$ cat config.mk
export PLATFORM = sky130hd
export DESIGN_NAME = bitwise_logic_pipe
export DESIGN_NICKNAME = d
export VERILOG_FILES = /design/src/rtl/bitwise_logic_pipe.sv
export SDC_FILE = /design/constraint.sdc
export NUM_CORES = 1
export LEC_CHECK = 0
export BUFFER_PORTS_ARGS = -buffer_cell sky130_fd_sc_hd__buf_4
export CAP_MARGIN = 10
export CORE_UTILIZATION = 30
export DETAILED_ROUTE_END_ITERATION = 6
export PLACE_DENSITY = 0.58
export SYNTH_ARGS = -nofsm -noshare
export SYNTH_HDL_FRONTEND = slang
export SYNTH_SLANG_ARGS = --single-unit
$ cat constraint.sdc
create_clock -name clk -period 2.6 [get_ports clk]
set_input_delay 0.13 -clock clk [delete_from_list [all_inputs] [get_ports clk]]
set_output_delay 0.13 -clock clk [all_outputs]
set_load 0.05 [all_outputs]
$ cat src/rtl/bitwise_logic_pipe.sv
// ---------------------------------------------------------------------------
// bitwise_logic_pipe
//
// Two-stage pipelined bitwise logic unit for the ALU datapath. It sits between
// the register-file read stage and the writeback mux. Operands and op are
// captured in S1. The selected bitwise result, its zero flag and its parity
// flag are captured in S2, which drives the outputs. Both sides use a
// valid/ready handshake with full backpressure. A wrapping counter tracks the
// number of results the consumer has taken.
//
// Ports:
//   clk       - rising-edge clock
//   rst_n     - asynchronous active-low reset
//   in_valid  - X, Y and op are presented
//   in_ready  - unit accepts the input this cycle (combinational from out_ready)
//   X, Y      - operands, WIDTH bits
//   op        - 000 AND, 001 OR, 010 XOR, 011 NAND, 100 NOR, 101 XNOR,
//               110 ANDN (X & ~Y), 111 PASS (X)
//   out_valid - result presented
//   out_ready - consumer accepts the result this cycle
//   Z         - result, WIDTH bits
//   zero      - Z == 0
//   parity    - XOR-reduction of Z
//   op_count  - results consumed, modulo 2^CNT_W
// ---------------------------------------------------------------------------
module bitwise_logic_pipe #(
    parameter int WIDTH = 16,
    parameter int CNT_W = 16
) (
    input  logic             clk,
    input  logic             rst_n,
    input  logic             in_valid,
    output logic             in_ready,
    input  logic [WIDTH-1:0] X,
    input  logic [WIDTH-1:0] Y,
    input  logic [2:0]       op,
    output logic             out_valid,
    input  logic             out_ready,
    output logic [WIDTH-1:0] Z,
    output logic             zero,
    output logic             parity,
    output logic [CNT_W-1:0] op_count
);

    localparam logic [2:0] OP_AND  = 3'b000;
    localparam logic [2:0] OP_OR   = 3'b001;
    localparam logic [2:0] OP_XOR  = 3'b010;
    localparam logic [2:0] OP_NAND = 3'b011;
    localparam logic [2:0] OP_NOR  = 3'b100;
    localparam logic [2:0] OP_XNOR = 3'b101;
    localparam logic [2:0] OP_ANDN = 3'b110;

    localparam logic [CNT_W-1:0] CNT_ONE = CNT_W'(1);

    // Single-bit slice of the logic unit; every op is independent per bit.
    function automatic logic bit_op(input logic [2:0] sel, input logic a, input logic b);
        logic r;
        case (sel)
            OP_AND:  r = a & b;
            OP_OR:   r = a | b;
            OP_XOR:  r = a ^ b;
            OP_NAND: r = ~(a & b);
            OP_NOR:  r = ~(a | b);
            OP_XNOR: r = ~(a ^ b);
            OP_ANDN: r = a & ~b;
            default: r = a;         // PASS
        endcase
        return r;
    endfunction

    // Stage 1: operand capture
    logic             s1_valid_reg;
    logic [WIDTH-1:0] s1_x_reg;
    logic [WIDTH-1:0] s1_y_reg;
    logic [2:0]       s1_op_reg;

    // Stage 2: result capture
    logic             s2_valid_reg;
    logic [WIDTH-1:0] z_reg;
    logic             zero_reg;
    logic             parity_reg;

    logic [CNT_W-1:0] op_count_reg;

    // Handshake control
    logic s2_accept;
    logic s1_advance;
    logic in_xfer;
    logic out_xfer;

    assign s2_accept  = !s2_valid_reg || out_ready;
    assign s1_advance = s1_valid_reg && s2_accept;
    // Depends only on pipeline state and out_ready, never on in_valid.
    assign in_ready   = !s1_valid_reg || s1_advance;
    assign in_xfer    = in_valid && in_ready;
    assign out_xfer   = s2_valid_reg && out_ready;

    // Combinational result computed from S1 contents
    logic [WIDTH-1:0] z_next;
    logic             zero_next;
    logic             parity_next;

    for (genvar gi = 0; gi < WIDTH; gi++) begin : g_bit
        assign z_next[gi] = bit_op(s1_op_reg, s1_x_reg[gi], s1_y_reg[gi]);
    end

    assign zero_next   = ~|z_next;
    assign parity_next = ^z_next;

    // S1 register. When S1 advances and a new input arrives on the same edge,
    // the load wins and s1_valid stays high.
    always_ff @(posedge clk or negedge rst_n) begin
        if (!rst_n) begin
            s1_valid_reg <= 1'b0;
            s1_x_reg     <= '0;
            s1_y_reg     <= '0;
            s1_op_reg    <= '0;
        end else begin
            if (in_xfer) begin
                s1_valid_reg <= 1'b1;
                s1_x_reg     <= X;
                s1_y_reg     <= Y;
                s1_op_reg    <= op;
            end else if (s1_advance) begin
                s1_valid_reg <= 1'b0;
            end
        end
    end

    // S2 register. Result fields only change on an S1 advance, so they hold
    // under backpressure and keep their last value once consumed.
    always_ff @(posedge clk or negedge rst_n) begin
        if (!rst_n) begin
            s2_valid_reg <= 1'b0;
            z_reg        <= '0;
            zero_reg     <= 1'b1;
            parity_reg   <= 1'b0;
        end else begin
            if (s1_advance) begin
                s2_valid_reg <= 1'b1;
                z_reg        <= z_next;
                zero_reg     <= zero_next;
                parity_reg   <= parity_next;
            end else if (out_xfer) begin
                s2_valid_reg <= 1'b0;
            end
        end
    end

    // Completed-operation counter, wraps naturally
    always_ff @(posedge clk or negedge rst_n) begin
        if (!rst_n) begin
            op_count_reg <= '0;
        end else if (out_xfer) begin
            op_count_reg <= op_count_reg + CNT_ONE;
        end
    end

    assign out_valid = s2_valid_reg;
    assign Z         = z_reg;
    assign zero      = zero_reg;
    assign parity    = parity_reg;
    assign op_count  = op_count_reg;

endmodule

## Yosys cells after proc, flatten, opt, wreduce, memory -nomap -nowiden

Cells that the tools add are included.

| word-level totals | value |
|---|---|
| bits in registers | 71 |
| output and inout bits | 36 |
| input bits | 39 |
| logic and storage cells | 177 |

| cells by class | value |
|---|---|
| muxes and demuxes | 20 |
| reduce and logical (&&, ||, !) cells | 13 |
| add/sub/neg operators | 1 |
| bitwise gates (word level) | 128 |
| eq/ne operators | 6 |

Operator list:

| cell | count |
|---|---|
| case mux 1 bit (7 select lines) | 16 |
| NOT 1 bit | 64 |
| AND 1 bit | 32 |
| adder 16 x 1 -> 16 bit, second input constant | 1 |
| bitwise OR 1 bit | 16 |
| OR reduction 16 bit | 1 |
| parity 16 bit | 1 |
| bitwise XOR 1 bit | 16 |
| == test 3 bit, second input constant | 3 |
| == test 3 x 2 -> 1 bit, second input constant | 2 |
| 2-to-1 mux 1 bit | 4 |
| nonzero test 2 bit | 2 |
| == test 3 x 1 -> 1 bit, second input constant | 1 |
| logical AND 1 bit | 3 |
| zero test 1 bit | 3 |
| zero test 3 bit | 1 |
| logical OR 1 bit | 2 |

## Depth between registers and ports, before layout

Gate-level depths: netlist of run 1.

| logic depth | value |
|---|---|
| depth in word-level cells | 6 |
| mapped depth | 13 |
| depth with buffers taken out | 12 |

## Worst setup path after synthesis of run 1

No wires, ideal clock.

| path | value |
|---|---|
| path type | reg2reg |
| start | register s1_x_reg[4] |
| end | register parity_reg (netlist: parity) |
| path slack | 0.317 ns |
| required time | 2.464 ns |
| period minus slack after synthesis | 2.283 ns |
| arrival time | 2.146 ns |
| cell stages (with the launch flop) | 11 |
| cells stage by stage | dfrtp_1 > inv_1 > ha_1 > mux2_2 > a221o_1 > o21ai_2 > ha_1 > xnor2_1 > xnor2_1 > xnor2_1 > o21ai_0 |

| on the way | value |
|---|---|
| word-level cells in the longest chain between the ends | 4 |
| elaborated cells on any way between the ends | 9 |
| those cells by class | mux (1); bitwise (7); reduce/logical (1) |

Ends and longest elaborated chain:

| what | RTL line | text |
|---|---|---|
| start: declaration | 73 | `logic [WIDTH-1:0] s1_x_reg;` |
| start signal: assignment | 115 | `s1_x_reg <= '0;` |
| start signal: assignment | 121 | `s1_x_reg <= X;` |
| bitwise XOR 1 bit (tied with other cells) | 61, 64 |  |
| NOT 1 bit (on tied branches) | 64, 62, 63 |  |
| case mux 1 bit (7 select lines) (*) | 58 | `case (sel)` |
| parity 16 bit (*) | 108 | `assign parity_next = ^z_next;` |
| end signal: assignment | 143 | `parity_reg <= parity_next;` |
| end: declaration | 81 | `logic parity_reg;` |

Every way passes the cells marked *; elsewhere a longest branch is shown, timed or not.
A chain may end at the register's enable or synchronous reset.

## Worst setup path after layout of run 1

| path | value |
|---|---|
| start | register s1_x_reg[8] |
| end | register parity_reg (netlist: parity) |

The elaborated chain is that of the path after synthesis.

==> qor.txt, run 1 <==
==================================================================================================
Peak VDD IR                                                                              0.3952 mV
Post-layout nets                                                                               644
Highest fanout seen on the critical path                                                         5
Distinct cell type count of the synthesized netlist                                             54
Post-CTS setup-driven buffer insertion count                                                     0
Number of synthesized flops with an enable pin                                                   0
Simple-Gate Fraction of Synth Area                                                         0.09518
RSZ-0062 raised after global routing                                                         false
Clock tree from TritonCTS                                                                    built
Ordered list of cells on the worst path                                               inv_1, ha_1, mux2_2, a221o_1, o21ai_1, ha_1, xnor2_1, xnor2_1, xnor2_1, o21ai_0
Minimum clock period after layout                                                         2.496 ns
CTS Buffer Depth                                                                                 2
Post-synthesis xor/xnor area fraction                                                      0.03951
Placed cell count                                                                              751
Drc violations                                                                                   0
Hold path depth                                                                                  2
Count of H-tree levels built during CTS                                                          3
Avg Cell Area, Syn                                                                     10.38 sq um
Leading post-synthesis cells by instance count                                        dfrtp_1 (70), ha_1 (57), mux2_2 (45)
CORE AREA                                                                              15890 sq um
Utilization after layout                                                                    0.3819
Synthesis-stage register bit count                                                              71
Number of antenna violations at the first check in global routing                                0
Share of synthesized area spent on multiplexers                                             0.1367
Headroom to the max-slew limit                                                              0.3955
Horizontal die dimension                                                              129.5 microns
Routed via count                                                                              3674
Pin slew with the least headroom to its limit                                            0.9067 ns
Master of the slowest instance on the critical path                                        dfrtp_1
Cell depth of the worst setup path                                                              10
First-iteration detailed-routing DRC count                                                     145
Crit-path max cell delay                                                                   0.41 ns
Starting Density                                                                            0.3070
Total number of placement rows                                                                  46
Leak Pwr                                                                               0.002810 uW
Top_reg_cell synth                                                                         dfrtp_1
Crit-path leading delay family                                                         adder cells
Routed len/inst                                                                       14.41 microns
GRT overflow                                                                                     0
Buffers added on ports                                                                          74
Adder-cell share of the synthesized area                                                    0.1462
Total length of routed met2 wires                                                     5505 microns
Data arrival time of the worst path                                                        2.68 ns
Worst hold-check path type                                                            input port to register
Final Non-Filler Cells                                                                         769
RePlAce Congestion                                                                          0.7775
Gate Count Post-Synth                                                                          470
Hold violation total from the final report                                                       0
Pin count of the biggest net entering global routing                                            72
Synth-to-Final Area Change                                                                  24.37%
Fin. max-slew vios                                                                               0
Sequential share of the synthesized area                                                    0.3645
Post-Route Skew                                                                        0.007705 ns
Share of the synthesized area in the top cell type                                          0.3592
Warning count from the yosys run                                                                 0
Combinational family with the most area after synthesis                               compound AO/OA/AOI/OAI gates
Finish-stage setup viols                                                                         0
Number of buffers and inverters on the critical path                                             1
Syn nets                                                                                       566
Depth of the worst register-to-register path                                                    10
Average vias per placed instance                                                             4.778
Largest area contributor in the netlist                                                    dfrtp_1
Share of the synthesized area in compound gates (AO/OA/AOI/OAI)                             0.1483
DRT met1 WL                                                                           5001 microns
Clk Latency, worst-skew pair                                                               0.33 ns
Most used cell, CP                                                                         xnor2_1
Required time worst endpoint                                                               2.78 ns
Clock transition time at the flip-flop clock pins of the worst setup and hold paths        0.07 ns
Post-route fraction of the period consumed by the critical path                             0.9600
Post-Route Setup TNS                                                                          0 ns
Most numerous cell in the Yosys netlist                                                    dfrtp_1
Total inserted antenna cells                                                                     0
Placed wire-length estimate                                                           8234 microns
Power density over cell area                                                          888.1 nW/um^2
Final Hold Slack                                                                        0.02242 ns
Proportion of layout cells with a drive suffix above 1                                      0.3273
Kind of start point of the critical path                                                  register
GRT Overall Usage                                                                           0.1396
I/O pin count                                                                                   75
Async set-reset flop share out of synthesis                                                  1.000
CP endpoint kind                                                                          register
Post-route ant nets                                                                              0
Full die area                                                                          16770 sq um
TritonCTS Buffers                                                                                9
Top layer used by detailed routing                                                            met4
Total Wirelength                                                                      11080 microns
Clock Sinks                                                                                     71
Total Power Consumption                                                                    5387 uW
Status                                                                                   completed
Die span in y                                                                         129.5 microns
Wire length of the first global-routing pass                                          18370 microns
Critical path start-end classification                                                register to register
Main area contributors after synthesis                                                dfrtp_1 (36%), ha_1 (15%), mux2_2 (10%)
Master cell of the clock root buffer                                                     clkbuf_16
Number of global-route vias before repair                                                     3783
Post-synthesis cell area                                                                4877 sq um
Met3 routed WL                                                                         462 microns
DRT Pass-1 Iters                                                                                 5
Max-cap viol count                                                                               0
Achievable frequency                                                                     400.6 MHz
==================================================================================================
[layout make-up]
class / instances / area [sq um]
timing repair buffer: 94 / 764.5
tap: 216 / 270.3
multi-input combinational: 333 / 2768
fill: 1607 / 9819
clock inverter: 7 / 103.9
sequential: 71 / 1788
clock buffer: 9 / 225.2
inverter: 39 / 146.4
[repair_timing]
action                                  4_1_cts  5_1_grt
hold buffers                                  2        0
endpoints found under the setup margin        0        1
hold endpoints to repair                     71        0
resized for setup                             0       11
[logic make-up (layout without fill, tap and decap cells)]
kind of cell,Yosys count,count (layout)
AOI/OAI and AO/OA,105,105
and+or+nand+nor,88,88
DFF,71,71
buffers and inverters,66,149
muxes,61,61
adders and majority gates,57,57
xor gates and xnor gates,22,22
[metal layers]
layer	GRT usage	up-vias
met1	0.1674	1771
met2	0.2495	67
met5	0	-
li1	-	1828
met3	0.03220	8
met4	0.03830	0
[cell usage in the layout (no fill, tap or decap), types with 3 or more instances in the layout]
| cell | instances |
|---|---|
| buf_4 | 87 |
| dfrtp_1 | 62 |
| ha_1 | 57 |
| mux2_2 | 45 |
| inv_1 | 36 |
| nand2_1 | 33 |
| a21oi_1 | 23 |
| o21ai_1 | 21 |
| xnor2_1 | 18 |
| mux2i_1 | 16 |
| nor2_1 | 13 |
| o21ai_0 | 10 |
| nand3_1 | 9 |
| clkbuf_16 | 9 |
| dfrtp_2 | 8 |
| nand4_1 | 7 |
| nand2b_1 | 6 |
| nor2b_1 | 5 |
| a22oi_1 | 5 |
| o211ai_1 | 5 |
| o221ai_1 | 5 |
| a311oi_1 | 4 |
| a221o_1 | 4 |
| buf_12 | 4 |
| inv_2 | 3 |
| o22ai_1 | 3 |
| a32o_1 | 3 |
| a221oi_1 | 3 |
| o22ai_2 | 3 |
| o21a_1 | 3 |
| nor2_4 | 3 |
| a22o_1 | 3 |
| xor2_1 | 3 |
| inv_6 | 3 |
[per-stage QoR]
| step | instance area (sq um) | worst slack [ns] |
|---|---|---|
| finish | 6066 | 0.1040 |
| global route | 6066 | 0.003269 |
| CTS | 6046 | 0.08279 |
| detailed placement | 5697 | 0.1021 |
| global placement | 5697 | 0.1499 |
| floorplan | 4877 | 0.3175 |
[where the power goes]
| part | total [uW] | switching [uW] | leakage, uW | internal, uW |
|---|---|---|---|---|
| Clock | 1370 | 512 | 0.000161 | 854 |
| Sequential | 1540 | 206 | 0.000854 | 1340 |
| Combinational | 2480 | 1430 | 0.00180 | 1050 |
[path summary, 6_finish.rpt]
path	to	from	slack, ns
worst max-delay path	parity$_DFFE_PN0P_	s1_x_reg[8]$_DFFE_PN0P_	0.10
worst min-delay path	s1_x_reg[2]$_DFFE_PN0P_	X[2]	0.02
worst max register to register	parity$_DFFE_PN0P_	s1_x_reg[8]$_DFFE_PN0P_	0.10
worst min register to register	Z[4]$_DFFE_PN0P_	Z[4]$_DFFE_PN0P_	0.49
max in group asynchronous	s1_op_reg[1]$_DFFE_PN0P_	rst_n	1.49
min in group asynchronous	Z[0]$_DFFE_PN0P_	rst_n	0.48
Power figures use the tool's default switching activity.
==> run 2, diff against run 1 <==
clock period = 2.8 ns   (was 2.6 ns; I/O delays follow)
==> run 2 against run 1 <==
  * Final area fell by 1.5%
  * Fmax down 3.6%
  * Global-route usage fell by 0.10 points
  * Combinational power shrank 10%
  * Total power fell by 8.8%
  * Core utilization shrank 0.59 points
  * Clock skew about the same
  * Setup slack better by 0.11 ns
  * Critical path depth did not move
  * Register-to-register slack improved by 0.11 ns
  * Critical endpoint unchanged
  * Largest power group unchanged
==> qor.txt, run 2 (synthesized netlist as in run 1, its figures left out) <==
==================================================================================================
Status                                                                                   completed
Clock tree from TritonCTS                                                                    built
Data arrival time of the worst path                                                        2.76 ns
Routed len/inst                                                                       14.60 microns
Total Power Consumption                                                                    4916 uW
Number of antenna violations at the first check in global routing                                0
Post-route ant nets                                                                              0
RePlAce Congestion                                                                          0.7696
Total Wirelength                                                                      11140 microns
Post-Route Setup TNS                                                                          0 ns
Buffers added on ports                                                                          74
Leading cell types in the layout, fill and taps excluded                              buf_4 (84), dfrtp_1 (69), ha_1 (57), mux2_2 (45), inv_1 (36)
Area of all placed cells without fillers                                                5972 sq um
Post-detailed-placement cell area                                                       5627 sq um
TritonCTS Buffers                                                                                9
Pin count of the biggest net entering global routing                                            72
Achievable frequency                                                                     386.2 MHz
Placed wire-length estimate                                                           8158 microns
CP endpoint kind                                                                          register
Pin slew with the least headroom to its limit                                             1.096 ns
Clock transition time at the flip-flop clock pins of the worst setup and hold paths        0.06 ns
Post-route fraction of the period consumed by the critical path                             0.9248
Max-cap viol count                                                                               0
Leak Pwr                                                                               0.002756 uW
Full die area                                                                          16770 sq um
Hold violation total from the final report                                                       0
Headroom to the max-slew limit                                                              0.2674
Total inserted antenna cells                                                                     0
Crit-path max cell delay                                                                   0.55 ns
Commonest non-fill, non-tap cell in the layout                                               buf_4
Clock Sinks                                                                                     71
Kind of start point of the critical path                                                  register
CORE AREA                                                                              15890 sq um
Count of H-tree levels built during CTS                                                          3
Master cell of the clock root buffer                                                     clkbuf_16
Post-CTS setup-driven buffer insertion count                                                     0
Wire length of the first global-routing pass                                          17890 microns
Total number of placement rows                                                                  46
Post-layout nets                                                                               638
Minimum clock period after layout                                                         2.590 ns
I/O pin count                                                                                   75
GRT overflow                                                                                     0
Fin. max-slew vios                                                                               0
Routed via count                                                                              3736
Number of global-route vias before repair                                                     3699
DRT Pass-1 Iters                                                                                 4
Power density over cell area                                                          823.1 nW/um^2
Proportion of layout cells with a drive suffix above 1                                      0.3053
Post-Route Skew                                                                        0.007750 ns
Clk Latency, worst-skew pair                                                               0.34 ns
Finish-stage setup viols                                                                         0
GRT Overall Usage                                                                           0.1386
Starting Density                                                                            0.3070
Required time worst endpoint                                                               2.97 ns
First-iteration detailed-routing DRC count                                                     138
Drc violations                                                                                   0
RSZ-0062 raised after global routing                                                         false
Worst hold-check path type                                                            input port to register
Most used cell, CP                                                                         xnor2_1
Highest fanout seen on the critical path                                                        15
CTS Buffer Depth                                                                                 2
Critical path start-end classification                                                register to register
Average vias per placed instance                                                             4.896
Ordered list of cells on the worst path                                               buf_4, buf_4, mux2i_1, o22ai_1, a211oi_2, ha_1, xnor2_1, xnor2_1, xnor2_1, o21ai_0
Peak VDD IR                                                                              0.3548 mV
Die span in y                                                                         129.5 microns
Synth-to-Final Area Change                                                                  22.45%
Horizontal die dimension                                                              129.5 microns
Master of the slowest instance on the critical path                                        dfrtp_2
==================================================================================================
-- run 2: worst max-delay path, delay by kind of cell (launching register included) --
family                     cells  cell delay (ns)
AOI/OAI and AO/OA              3             0.44
xor gates and xnor gates       3             0.46
adders and majority gates      1             0.29
muxes                          1             0.22
DFF                            1             0.55
buffers and inverters          2             0.45
-- run 2: final timing paths --
check	start	end	slack (ns)	cells after the start
min reg2reg	Z[1]$_DFFE_PN0P_	Z[1]$_DFFE_PN0P_	0.48	2
max	s1_op_reg[1]$_DFFE_PN0P_	parity$_DFFE_PN0P_	0.21	10
max in group asynchronous	rst_n	s1_op_reg[1]$_DFFE_PN0P_	1.68	2
min in group asynchronous	rst_n	s1_x_reg[0]$_DFFE_PN0P_	0.49	2
max reg2reg	s1_op_reg[1]$_DFFE_PN0P_	parity$_DFFE_PN0P_	0.21	10
min	Y[15]	s1_y_reg[15]$_DFFE_PN0P_	0.03	2
-- run 2: where the power goes --
part           total [uW]  switching, uW  internal (uW)
clock network        1240            460            781
registers            1440            206           1240
logic                2230           1300            931
-- run 2: layout make-up --
| class | count | area (sq um) |
|---|---|---|
| repair buffers | 88 | 690.7 |
| clock buffers | 9 | 225.2 |
| inverters | 39 | 150.1 |
| clock inverters | 7 | 96.34 |
| multi-input cells | 333 | 2760 |
| fillers | 1609 | 9913 |
| well taps | 216 | 270.3 |
| flip-flops and latches | 71 | 1779 |
-- run 2: repair_timing --
item                                    4_1_cts  5_1_grt
endpoints found under the hold margin        71        0
endpoints found under the setup margin        0        1
hold buffers                                  2        0
resized for setup                             0        1
-- run 2: layer usage --
metal / wire length [microns] / global-route usage / up-vias / part of all wire
met5: 0 / 0 / - / 0
met4: 280 / 0.06566 / 0 / 0.025
met3: 482 / 0.03675 / 20 / 0.043
met2: 5233 / 0.2258 / 87 / 0.47
met1: 5145 / 0.1707 / 1818 / 0.46
li1: - / - / 1811 / -
-- run 2: per-stage QoR --
| stage | setup slack [ns] | hold WS (ns) | utilization | instances |
|---|---|---|---|---|
| floorplan | 0.5175 | -0.1556 | - | 470 |
| global placement | 0.2517 | 0.3354 | 0.3542 | 745 |
| finish | 0.2105 | 0.02719 | 0.3759 | 763 |
| global route | 0.04165 | 0.01181 | 0.3759 | 763 |
| detailed placement | 0.2379 | 0.3505 | 0.3542 | 745 |
| CTS | 0.2208 | 0.007285 | 0.3757 | 763 |
